File: src/rtl/vga_fb_writer_if.sv
// Pixel write request channel into the frame buffer writer.
// The requester drives the pixel and valid. The writer answers with ready.
interface vga_fb_writer_if;
  logic        wr_valid;
  logic        wr_ready;
  logic [10:0] wr_x;
  logic [10:0] wr_y;
  logic [2:0]  wr_rgb;

  modport master (output wr_valid, output wr_x, output wr_y, output wr_rgb, input wr_ready);
  modport slave  (input wr_valid, input wr_x, input wr_y, input wr_rgb, output wr_ready);
endinterface

File: src/rtl/vga_fb_writer.sv
// Write-side controller for the packed 800x480 RGB111 frame buffer.
// It performs single-pixel read-modify-writes and full-screen fills, and yields the read port to the display.
module vga_fb_writer #(
  parameter int H_PIXELS     = 800,
  parameter int V_PIXELS     = 480,
  parameter int PIX_PER_WORD = 5,
  parameter int WORDS        = H_PIXELS * V_PIXELS / PIX_PER_WORD
) (
  input  logic              clk,
  input  logic              reset,
  vga_fb_writer_if.slave    wr,
  input  logic              clr_start,
  input  logic [2:0]        clr_rgb,
  output logic              busy,
  output logic              dropped,
  input  logic              disp_req,
  input  logic [16:0]       disp_addr,
  output logic [16:0]       ram_read_address,
  input  logic [15:0]       ram_q,
  output logic [16:0]       ram_write_address,
  output logic [15:0]       ram_d,
  output logic              ram_we
);

  typedef enum logic [2:0] {IDLE, CALC, RD, MOD, FILL} state_t;

  state_t      state;
  logic [10:0] x_q;
  logic [10:0] y_q;
  logic [2:0]  rgb_q;
  logic [2:0]  slot_q;
  logic [16:0] rd_addr;
  logic [16:0] wr_addr;
  logic        we_q;
  logic        drop_q;
  logic [15:0] fill_word;

  logic [18:0] idx_c;
  logic [16:0] word_c;
  logic [2:0]  slot_c;
  logic [15:0] merged;

  assign idx_c  = 19'(y_q) * 19'(H_PIXELS) + 19'(x_q);
  assign word_c = 17'(idx_c / 19'(PIX_PER_WORD));
  assign slot_c = 3'(idx_c % 19'(PIX_PER_WORD));

  // NOTE: default every always_comb output first so no path leaves it unassigned (no latch).
  always_comb begin
    merged = ram_q;
    for (int s = 0; s < PIX_PER_WORD; s++) begin
      if (slot_q == 3'(s)) merged[3*s +: 3] = rgb_q;
    end
    merged[15] = 1'b0;
  end

  // Reset gates the enable combinationally so an in-flight write dies in the reset cycle itself.
  assign ram_we            = we_q && !reset;
  assign ram_write_address = wr_addr;
  assign ram_d             = (state == MOD) ? merged : fill_word;
  assign ram_read_address  = disp_req ? disp_addr : rd_addr;
  assign busy              = (state != IDLE);
  assign dropped           = drop_q;
  assign wr.wr_ready       = (state == IDLE) && !clr_start && !reset;

  // NOTE: all state below uses non-blocking assignments so every register samples pre-edge values.
  always_ff @(posedge clk) begin
    if (reset) begin
      state     <= IDLE;
      x_q       <= '0;
      y_q       <= '0;
      rgb_q     <= '0;
      slot_q    <= '0;
      rd_addr   <= '0;
      wr_addr   <= '0;
      we_q      <= 1'b0;
      drop_q    <= 1'b0;
      fill_word <= '0;
    end else begin
      we_q   <= 1'b0;
      drop_q <= 1'b0;
      unique case (state)
        IDLE: begin
          if (clr_start) begin
            fill_word <= {1'b0, {5{clr_rgb}}};
            wr_addr   <= '0;
            we_q      <= 1'b1;
            state     <= FILL;
          end else if (wr.wr_valid) begin
            x_q   <= wr.wr_x;
            y_q   <= wr.wr_y;
            rgb_q <= wr.wr_rgb;
            state <= CALC;
          end
        end
        CALC: begin
          slot_q <= slot_c;
          if (x_q >= 11'(H_PIXELS) || y_q >= 11'(V_PIXELS)) begin
            drop_q <= 1'b1;
            state  <= IDLE;
          end else begin
            rd_addr <= word_c;
            state   <= RD;
          end
        end
        RD: begin
          // The read only counts as issued in a cycle the display leaves the port free.
          if (!disp_req) begin
            wr_addr <= rd_addr;
            we_q    <= 1'b1;
            state   <= MOD;
          end
        end
        MOD: state <= IDLE;
        FILL: begin
          // wr_addr doubles as the fill counter.
          if (wr_addr == 17'(WORDS - 1)) begin
            state <= IDLE;
          end else begin
            wr_addr <= wr_addr + 17'd1;
            we_q    <= 1'b1;
          end
        end
        default: state <= IDLE;
      endcase
    end
  end

endmodule

File: src/flat_wrapper.sv
// flat-port wrapper written by rule: the top's interface ports become plain ports
module vga_fb_writer_flat 
#(
  parameter int H_PIXELS     = 800,
  parameter int V_PIXELS     = 480,
  parameter int PIX_PER_WORD = 5,
  parameter int WORDS        = H_PIXELS * V_PIXELS / PIX_PER_WORD
)
  (clk, reset, clr_start, clr_rgb, busy, dropped, disp_req, disp_addr, ram_read_address, ram_q, ram_write_address, ram_d, ram_we, wr_wr_valid, wr_wr_x, wr_wr_y, wr_wr_rgb, wr_wr_ready);
  vga_fb_writer_if wr_i ();
  input  logic clk;
  input  logic reset;
  input  logic clr_start;
  input  logic [2:0] clr_rgb;
  output logic busy;
  output logic dropped;
  input  logic disp_req;
  input  logic [16:0] disp_addr;
  output logic [16:0] ram_read_address;
  input  logic [15:0] ram_q;
  output logic [16:0] ram_write_address;
  output logic [15:0] ram_d;
  output logic ram_we;
  input wire logic [$bits(wr_i.wr_valid)-1:0] wr_wr_valid;
  input wire logic [$bits(wr_i.wr_x)-1:0] wr_wr_x;
  input wire logic [$bits(wr_i.wr_y)-1:0] wr_wr_y;
  input wire logic [$bits(wr_i.wr_rgb)-1:0] wr_wr_rgb;
  output wire logic [$bits(wr_i.wr_ready)-1:0] wr_wr_ready;
  assign wr_i.wr_valid = wr_wr_valid;
  assign wr_i.wr_x = wr_wr_x;
  assign wr_i.wr_y = wr_wr_y;
  assign wr_i.wr_rgb = wr_wr_rgb;
  assign wr_wr_ready = wr_i.wr_ready;
  vga_fb_writer #(.H_PIXELS(H_PIXELS), .V_PIXELS(V_PIXELS), .PIX_PER_WORD(PIX_PER_WORD), .WORDS(WORDS)) u_core (.clk(clk), .reset(reset), .wr(wr_i), .clr_start(clr_start), .clr_rgb(clr_rgb), .busy(busy), .dropped(dropped), .disp_req(disp_req), .disp_addr(disp_addr), .ram_read_address(ram_read_address), .ram_q(ram_q), .ram_write_address(ram_write_address), .ram_d(ram_d), .ram_we(ram_we));
endmodule
File: config.mk
export PLATFORM = sky130hd
export DESIGN_NAME = vga_fb_writer_flat
export DESIGN_NICKNAME = d
export VERILOG_FILES = /design/src/rtl/vga_fb_writer_if.sv /design/src/rtl/vga_fb_writer.sv /design/src/flat_wrapper.sv
export SDC_FILE = /design/constraint.sdc
export NUM_CORES = 1
export LEC_CHECK = 0
export BUFFER_PORTS_ARGS = -buffer_cell sky130_fd_sc_hd__buf_2
export CAP_MARGIN = 20
export CORE_ASPECT_RATIO = 1.2
export CORE_MARGIN = 2
export CORE_UTILIZATION = 59
export CTS_CLUSTER_SIZE = 25
export DETAILED_ROUTE_END_ITERATION = 8
export MAX_ROUTING_LAYER = met4
export PLACE_DENSITY_LB_ADDON = 0.05
export SLEW_MARGIN = 10
export SYNTH_ARGS = -nofsm -noshare
export SYNTH_HDL_FRONTEND = slang
export SYNTH_SLANG_ARGS = --single-unit
File: constraint.sdc
create_clock -name clk -period 12.1 [get_ports clk]
set_input_delay 1.815 -clock clk [delete_from_list [all_inputs] [get_ports clk]]
set_output_delay 1.815 -clock clk [all_outputs]
set_load 0.01 [all_outputs]
==> impl_metrics.env, run 1 <==
export IMPL_worstHoldPathType="reg -> reg"
export IMPL_clockBufferDepth=2
export IMPL_hold_viol_final=0
export IMPL_cp_end_kind="register"
export IMPL_layout_commonest_cell="buf_2"
export IMPL_synth_area_um2=7930
export IMPL_synth_cells=1060
export IMPL_synth_fp_nets=1181
export IMPL_status="complete, no violations"
export IMPL_synthSimpleGateAreaFrac=0.256
export IMPL_crit_start="u_core.y_q[4]"
export IMPL_viasPerCell=6.51
export IMPL_rows=46
export IMPL_critPathMaxStageDelay_ns=0.61
export IMPL_rsz0062_at_grt="no"
export IMPL_cpMostUsedCell="ha_1"
export IMPL_p_leak_nw=3.78
export IMPL_drtIter0Drc=820
export IMPL_final_nets=1263
export IMPL_worstMarginPinSlew_ns=1.01
export IMPL_grt_total_usage=0.299
export IMPL_period_share=0.933
export IMPL_finalSetupTns_ns=0
export IMPL_synth_ff_type="dfxtp_1"
export IMPL_async_flop_share=0
export IMPL_place_congestion=0.943
export IMPL_cp_required_ns=12.36
export IMPL_synthTopCellsByArea="dfxtp_1 (18%), ha_1 (7.6%), a21oi_1 (6.3%)"
export IMPL_pin_count=120
export IMPL_utilization=0.676
export IMPL_max_cap_viol_count=0
export IMPL_synthAdderAreaFrac=0.0947
export IMPL_wire_per_inst_um=16.4
export IMPL_portBuffers=117
export IMPL_synth_xor_area_frac=0.0365
export IMPL_grt_max_degree=73
export IMPL_ys_ff_latch=70
export IMPL_yosysTopAreaCellShare=0.177
export IMPL_dieHeight_um=131
export IMPL_grt_pass1_wl_mm=34.1
export IMPL_peakVddDrop_v=0.000189
export IMPL_diodes=0
export IMPL_fin_crit_ns=11.29
export IMPL_die_x_um=110
export IMPL_synth_top_family_by_area="compound AO/OA/AOI/OAI gates"
export IMPL_finalSetupViolCount=0
export IMPL_regToRegStartpoint="u_core.y_q[4]"
export IMPL_worstPathMaxFanout=14
export IMPL_root_buffer="clkbuf_16"
export IMPL_core_area_um2=13200
export IMPL_syn_avg_cell_area_um2=7.48
export IMPL_num_fill_cells=1171
export IMPL_die_area_um2=14400
export IMPL_path_class="reg -> reg"
export IMPL_finClkSkew_ns=0.00720
export IMPL_cts_sinks=70
export IMPL_finalPower_mw=2.31
export IMPL_synth_compound_area_frac=0.324
export IMPL_antenna_left=0
export IMPL_ys_warn_count=0
export IMPL_place_hpwl_mm=16.4
export IMPL_maxSlewViolCount=0
export IMPL_seq_area_frac_synth=0.177
export IMPL_r2r_setup_slack_ns=0.81
export IMPL_yosysUniqueCellTypes=102
export IMPL_slew_headroom=0.327
export IMPL_cpMaxStageDelayCell="a2111o_1"
export IMPL_clk_pin_slew_ns=0.05
export IMPL_drive_gt1_frac=0.188
export IMPL_clk_latency_ns=0.34
export IMPL_antenna_found_initial=0
export IMPL_area_growth_pct=12.5
export IMPL_drc_errors=0
export IMPL_grt_overflow_total=0
export IMPL_grt_pass1_vias=7422
export IMPL_firstDrtPassIters=5
export IMPL_routed_wirelength_mm=21.6
export IMPL_hp_start="u_core.y_q[9]"
export IMPL_arrival_ns=11.56
export IMPL_cts_max_level=3
export IMPL_fmax_mhz=88.5
export IMPL_synth_edf_count=0
export IMPL_cts_tree="yes"
export IMPL_num_vias=8556
export IMPL_power_density_nw_per_um2=259
export IMPL_cp_start_kind="register"
export IMPL_cts_setup_buffers=0
export IMPL_cts_buffers=9
export IMPL_layout_common_cells="buf_2 (117), nand2_1 (100), a21oi_1 (100)"
export IMPL_synthMuxAreaShare=0.0600
export IMPL_yosysTopAreaCell="dfxtp_1"
export IMPL_initial_utilization=0.601
synthesized netlist by cell type (7+ instances only):
library cell,n
xor2_1,12
dfxtp_1,70
or2_2,8
inv_1,39
nor2_1,97
mux2_2,17
a31oi_1,16
nor4_1,11
o211ai_1,20
nand4_1,11
o21ai_0,41
a221oi_1,9
ha_1,48
nor3_1,39
o21a_1,8
and3_1,17
o21ai_1,7
and2_1,12
fa_1,7
a22oi_1,13
a21o_1,10
nand3_1,39
mux2i_1,27
and4_1,8
a21oi_1,100
buf_2,12
nand2_1,100
a211oi_1,19
a211o_1,7
nor3b_1,8
clkbuf_1,44
xnor2_1,21
cell families after synthesis:
family | Yosys count
simple gates | 399
compound gates | 355
buf+inv | 101
flops | 70
fa+ha+maj | 56
mux | 45
xor+xnor | 33
other cells | 1
final timing paths:
check	endpoint	cells past startpoint
worst max-delay path	u_core.slot_q[2]	38
worst min-delay path	u_core.y_q[9]	2
worst max register to register	u_core.slot_q[2]	38
worst min register to register	u_core.y_q[9]	2
layer usage:
layer / vias to the layer above / track usage / part of all wire
met5: - / - / 0
met4: 0 / 0.118 / 0.027
met3: 58 / 0.0382 / 0.058
met2: 318 / 0.516 / 0.49
met1: 3994 / 0.349 / 0.42
li1: 4186 / - / -
metrics by stage:
step,std cells,hold slack (ns),setup slack [ns],area [um^2]
2_1_floorplan,1060,0.442,2.34,7930
3_3_place_gp,1299,0.463,0.939,8590
3_5_place_dp,1299,0.471,0.908,8590
4_1_cts,1314,0.479,0.847,8900
5_1_grt,1314,0.514,0.0215,8910
6_report,1314,0.479,0.807,8910
area by class of cell:
type	instances	area (um^2)	share of cell area
multi-input cells	889	6140	0.689
flip-flops and latches	70	1400	0.157
repair buffers	132	698	0.0783
clock buffers	9	225	0.0253
well taps	168	210	0.0236
inverters	40	150	0.0168
clock inverters	6	87.6	0.00983
repair_timing:
action | in CTS | in global routing
hold buffers | 0 | 0
gates resized for setup | 0 | 2
endpoints found under the setup margin | 0 | 2
worst max-delay path: cells and delay by family, from the launching register on:
family          cells  cell delay [ns]
simple gates       11             3.17
compound gates     19             5.76
flops               1             0.43
fa+ha+maj           5             1.66
buf+inv             3             0.17
sequential cells by signal, summed over array words and instances, names as in the netlist:
| name | flops |
|---|---|
| u_core.dropped | 1 |
| u_core.we_q | 1 |
| u_core.fill_word | 3 |
| u_core.rd_addr | 17 |
| u_core.y_q | 11 |
| u_core.ram_write_address | 17 |
| u_core.state | 3 |
| u_core.rgb_q | 3 |
| u_core.x_q | 11 |
| u_core.slot_q | 3 |
report_power, final:
| part | total (mW) | switching (mW) | internal (mW) |
|---|---|---|---|
| registers | 0.270 | 0.0225 | 0.248 |
| logic | 1.76 | 1.10 | 0.664 |
| clock network | 0.278 | 0.0995 | 0.179 |
No activity file was read; power rests on OpenSTA's default activity.
==> run 2: changes to the inputs <==
--- a/config.mk
+++ b/config.mk
@@ -7,9 +7,11 @@
 export LEC_CHECK = 0
 export BUFFER_PORTS_ARGS = -buffer_cell sky130_fd_sc_hd__buf_2
 export CAP_MARGIN = 20
+export CELL_PAD_IN_SITES_DETAIL_PLACEMENT = 0
+export CELL_PAD_IN_SITES_GLOBAL_PLACEMENT = 1
 export CORE_ASPECT_RATIO = 1.2
 export CORE_MARGIN = 2
-export CORE_UTILIZATION = 59
+export CORE_UTILIZATION = 43
 export CTS_CLUSTER_SIZE = 25
 export DETAILED_ROUTE_END_ITERATION = 8
 export MAX_ROUTING_LAYER = met4
==> run 2 against run 1 <==
Net effect: clock power down 3%; setup slack better by 0.055 ns; sequential share of layout area down 0.18 points; core utilization down 18 points; maximum frequency up 0.49%; clock-buffer cell count up 1; via count down 1.7%; sequential power about the same; design area up 1.2%; register-to-register slack better by 0.06 ns.
==> impl_metrics.env, run 2 (synthesis gave the netlist of run 1 again) <==
export IMPL_drtIter0Drc=532
export IMPL_drive_gt1_frac=0.194
export IMPL_cts_sinks=70
export IMPL_place_congestion=0.934
export IMPL_cts_buffers=9
export IMPL_clk_pin_slew_ns=0.06
export IMPL_cp_required_ns=12.37
export IMPL_dieHeight_um=153
export IMPL_worst_path_buf_inv=4
export IMPL_pin_count=120
export IMPL_place_hpwl_mm=17.9
export IMPL_final_nets=1269
export IMPL_finalSetupViolCount=0
export IMPL_cp_end_kind="register"
export IMPL_worstHoldPathType="reg -> reg"
export IMPL_p_leak_nw=3.80
export IMPL_period_share=0.929
export IMPL_grt_pass1_vias=7690
export IMPL_rsz0062_at_grt="no"
export IMPL_postCtsHoldBufs=0
export IMPL_layout_common_cells="buf_2 (117), nand2_1 (100), a21oi_1 (100)"
export IMPL_finalSetupTns_ns=0
export IMPL_cts_max_level=3
export IMPL_hold_viol_final=0
export IMPL_grt_total_usage=0.243
export IMPL_clockBufferDepth=2
export IMPL_worstPathMaxFanout=14
export IMPL_antenna_found_initial=0
export IMPL_maxSlewViolCount=0
export IMPL_arrival_ns=11.51
export IMPL_wire_per_inst_um=17.0
export IMPL_layout_commonest_cell="buf_2"
export IMPL_antenna_left=0
export IMPL_critPathMaxStageDelay_ns=0.62
export IMPL_core_area_um2=18100
export IMPL_initial_utilization=0.438
export IMPL_diodes=0
export IMPL_root_buffer="clkbuf_16"
export IMPL_grt_overflow_total=0
export IMPL_firstDrtPassIters=7
export IMPL_cp_start_kind="register"
export IMPL_viasPerCell=6.11
export IMPL_max_cap_viol_count=0
export IMPL_path_class="reg -> reg"
export IMPL_holdWs_ns=0.479
export IMPL_worstMarginPinSlew_ns=0.904
export IMPL_power_density_nw_per_um2=256
export IMPL_fmax_mhz=89.0
export IMPL_num_vias=8411
export IMPL_die_x_um=128
export IMPL_status="complete, no violations"
export IMPL_cts_setup_buffers=0
export IMPL_grt_max_degree=73
export IMPL_cpMaxStageDelayCell="a2111o_1"
export IMPL_peakVddDrop_v=0.000158
export IMPL_cts_tree="yes"
export IMPL_finClkSkew_ns=0.00681
export IMPL_clk_latency_ns=0.34
export IMPL_utilization=0.498
export IMPL_grt_pass1_wl_mm=38.6
export IMPL_area_growth_pct=13.8
export IMPL_routed_wirelength_mm=23.4
export IMPL_portBuffers=117
export IMPL_rows=54
export IMPL_die_area_um2=19500
export IMPL_slew_headroom=0.395
export IMPL_crit_family="compound AO/OA/AOI/OAI gates"
export IMPL_finalPower_mw=2.31
export IMPL_drc_errors=0
export IMPL_fin_crit_ns=11.24
run 2: changes by cell type in the layout (fill, tap and decap cells not counted), sizes merged:
cell and delta:
buf +6, bufinv -1, clkbuf +1, clkinvlp +1
run 2: path summary, 6_finish.rpt:
check	start	slack (ns)	to	depth (start not counted)
setup / recovery	u_core.y_q[4]	0.86	u_core.slot_q[2]	39
hold / removal	u_core.y_q[9]	0.48	u_core.y_q[9]	2
setup reg to reg	u_core.y_q[4]	0.86	u_core.slot_q[2]	39
hold reg to reg	u_core.y_q[9]	0.48	u_core.y_q[9]	2
run 2: power by group:
part / leakage, nW / switching (mW) / internal [mW]
Combinational: 3.09 / 1.10 / 0.672
Sequential: 0.570 / 0.0232 / 0.248
Clock: 0.148 / 0.106 / 0.164
run 2: metrics by stage:
step,worst slack [ns],instances,cell area [um^2]
after floorplan,2.34,1060,7930
after global placement,1.03,1360,8700
after detailed placement,0.994,1360,8700
after CTS,0.938,1376,9000
after global routing,0.00211,1377,9010
final,0.862,1377,9010
run 2: worst reg2reg max path: cells and delay by family (launching register included):
kind	cells	cell delay, ns
AO/OA/AOI/OAI	18	5.21
AND/OR/NAND/NOR	12	3.51
buffers and inverters	4	0.34
flip-flops	1	0.44
adder cells (fa/ha/maj)	5	1.65
run 2: what timing repair did:
item	4_1_cts	5_1_grt
gates resized for setup	0	2
endpoints found under the hold margin	0	0
setup endpoints to repair	0	4
run 2: layout make-up:
cell class                 count  area [um^2]
inverter                      40          150
timing repair buffer         138          751
sequential                    70         1400
clock buffer                  10          239
clock inverter                 6         61.3
tap                          224          280
multi-input combinational    889         6130
fill                        1897         9090
run 2: routing by layer:
| metal | share of wire | track usage |
|---|---|---|
| met5 | 0 | - |
| met1 | 0.44 | 0.300 |
| met3 | 0.044 | 0.0313 |
| met4 | 0.015 | 0.0591 |
| met2 | 0.50 | 0.419 |
==> run 3: changes to the inputs <==
--- a/config.mk
+++ b/config.mk
@@ -11,7 +11,8 @@
 export CELL_PAD_IN_SITES_GLOBAL_PLACEMENT = 1
 export CORE_ASPECT_RATIO = 1.2
 export CORE_MARGIN = 2
-export CORE_UTILIZATION = 43
+export CORE_UTILIZATION = 44
+export CTS_BUF_LIST = sky130_fd_sc_hd__clkbuf_4 sky130_fd_sc_hd__clkbuf_8
 export CTS_CLUSTER_SIZE = 25
 export DETAILED_ROUTE_END_ITERATION = 8
 export MAX_ROUTING_LAYER = met4
==> run 3 against run 2 <==
Net effect: design area down 1.2%; sequential power about the same; clock power shrank 14%; setup slack got worse by 0.020 ns; final cell count shrank 0.73%; non-clock buffer count shrank 6; hold slack gained 0.0077 ns; maximum frequency fell by 0.18%; die area is 2.2% lower; first-iteration DRC count decreased by 10%; combinational power hardly changed; via count decreased by 0.49%; critical path type unchanged; critical endpoint unchanged.
==> impl_metrics.env, run 3 (synthesis gave the netlist of run 1 again) <==
export IMPL_rows=53
export IMPL_layout_common_cells="buf_2 (118), nand2_1 (100), a21oi_1 (100)"
export IMPL_worstPathMaxFanout=11
export IMPL_routed_wirelength_mm=23.3
export IMPL_grt_pass1_wl_mm=38.2
export IMPL_postCtsHoldBufs=0
export IMPL_num_vias=8370
export IMPL_layout_commonest_cell="buf_2"
export IMPL_fin_crit_ns=11.26
export IMPL_regToRegStartpoint="u_core.y_q[2]"
export IMPL_worstMarginPinSlew_ns=0.991
export IMPL_critPathMaxStageDelay_ns=0.62
export IMPL_die_area_um2=19100
export IMPL_r2r_end="u_core.slot_q[2]"
export IMPL_place_congestion=0.883
export IMPL_slew_headroom=0.337
export IMPL_initial_utilization=0.451
export IMPL_antenna_found_initial=0
export IMPL_worst_path_buf_inv=1
export IMPL_finalSetupTns_ns=0
export IMPL_max_cap_viol_count=0
export IMPL_finalPower_mw=2.27
export IMPL_diodes=0
export IMPL_arrival_ns=11.56
export IMPL_place_hpwl_mm=17.9
export IMPL_final_nets=1263
export IMPL_place_ws_ns=0.914
export IMPL_cpMaxStageDelayCell="a2111o_1"
export IMPL_firstDrtPassIters=7
export IMPL_die_x_um=127
export IMPL_drtIter0Drc=478
export IMPL_grt_overflow_total=0
export IMPL_rsz0062_at_grt="no"
export IMPL_clk_pin_slew_ns=0.08
export IMPL_peakVddDrop_v=0.000214
export IMPL_dieHeight_um=151
export IMPL_grt_total_usage=0.246
export IMPL_cp_end_kind="register"
export IMPL_cts_buffers=9
export IMPL_cts_tree="yes"
export IMPL_grt_pass1_vias=7617
export IMPL_crit_cells=37
export IMPL_fmax_mhz=88.8
export IMPL_finalWorstSetupSlack_ns=0.842
export IMPL_crit_family="compound AO/OA/AOI/OAI gates"
export IMPL_drive_gt1_frac=0.191
export IMPL_hold_viol_final=0
export IMPL_finalSetupViolCount=0
export IMPL_period_share=0.930
export IMPL_p_leak_nw=3.74
export IMPL_drc_errors=0
export IMPL_grt_max_degree=73
export IMPL_r2r_setup_slack_ns=0.84
export IMPL_antenna_left=0
export IMPL_status="complete, no violations"
export IMPL_cpMostUsedCell="ha_1"
export IMPL_clk_latency_ns=0.36
export IMPL_crit_end="u_core.slot_q[2]"
export IMPL_clockBufferDepth=2
export IMPL_dpl_cell_area_um2=8640
export IMPL_viasPerCell=6.12
export IMPL_crit_start="u_core.y_q[2]"
export IMPL_path_class="reg -> reg"
export IMPL_root_buffer="clkbuf_8"
export IMPL_cts_sinks=70
export IMPL_num_fill_cells=1831
export IMPL_area_growth_pct=12.4
export IMPL_core_area_um2=17600
export IMPL_pin_count=120
export IMPL_holdWs_ns=0.487
export IMPL_cp_required_ns=12.40
export IMPL_cts_max_level=3
export IMPL_maxSlewViolCount=0
export IMPL_worstHoldPathType="reg -> reg"
export IMPL_wire_per_inst_um=17.0
export IMPL_cp_start_kind="register"
export IMPL_power_density_nw_per_um2=254
export IMPL_portBuffers=117
export IMPL_finClkSkew_ns=0.0137
export IMPL_reg2regPathDepth=37
export IMPL_stdcell_area_um2=8910
export IMPL_cts_setup_buffers=0
run 3: cell types whose count changed in the layout (fill, tap and decap cells not counted), sizes merged:
cell | before | now
clkinv | 5 | 2
clkinvlp | 1 | 2
bufinv | 1 | 3
buf | 138 | 132
run 3: timing repair:
item | in CTS | in global routing
endpoints found under the hold margin | 0 | 0
resized for setup | 0 | 3
setup endpoints to repair | 0 | 4
run 3: how the worst min path moves through the flow:
stage | startpoint | end | slack (ns) | depth (start not counted)
after floorplan | u_core.rd_addr[2] | u_core.rd_addr[2] | 0.44 | 2
after global placement | u_core.y_q[9] | u_core.y_q[9] | 0.47 | 2
after detailed placement | u_core.y_q[9] | u_core.y_q[9] | 0.47 | 2
after CTS | u_core.y_q[9] | u_core.y_q[9] | 0.48 | 2
after global routing | u_core.rd_addr[9] | u_core.rd_addr[9] | 0.52 | 2
final | u_core.y_q[9] | u_core.y_q[9] | 0.49 | 2
run 3: report_power, final:
group / total [mW] / switching, mW / internal, mW
logic: 1.76 / 1.10 / 0.662
clock network: 0.234 / 0.0953 / 0.139
registers: 0.270 / 0.0231 / 0.247
run 3: area by class of cell:
class | instances | area (um^2) | area share
Clock inverter | 6 | 110 | 0.0124
Multi-Input combinational cell | 889 | 6140 | 0.689
Clock buffer | 10 | 131 | 0.0147
Tap cell | 220 | 275 | 0.0309
Inverter | 40 | 150 | 0.0169
Sequential cell | 70 | 1400 | 0.157
Timing Repair Buffer | 132 | 703 | 0.0789
run 3: tightest hold or removal path: cells and delay by family, from the launching register on:
family	cells	cell delay, ns
flip-flops	1	0.33
AND/OR/NAND/NOR	1	0.06
AO/OA/AOI/OAI	1	0.05
run 3: metal layers:
layer,up-vias,routed length (um),global-route usage
met3,33,1050,0.0314
met4,0,434,0.0698
met1,3913,10300,0.301
li1,4184,-,-
met5,-,0,-
met2,240,11500,0.426
run 3: per-stage QoR:
step	util	std cells
floorplan	-	1060
global placement	0.492	1349
detailed placement	0.492	1349
CTS	0.505	1365
global route	0.507	1367
finish	0.507	1367
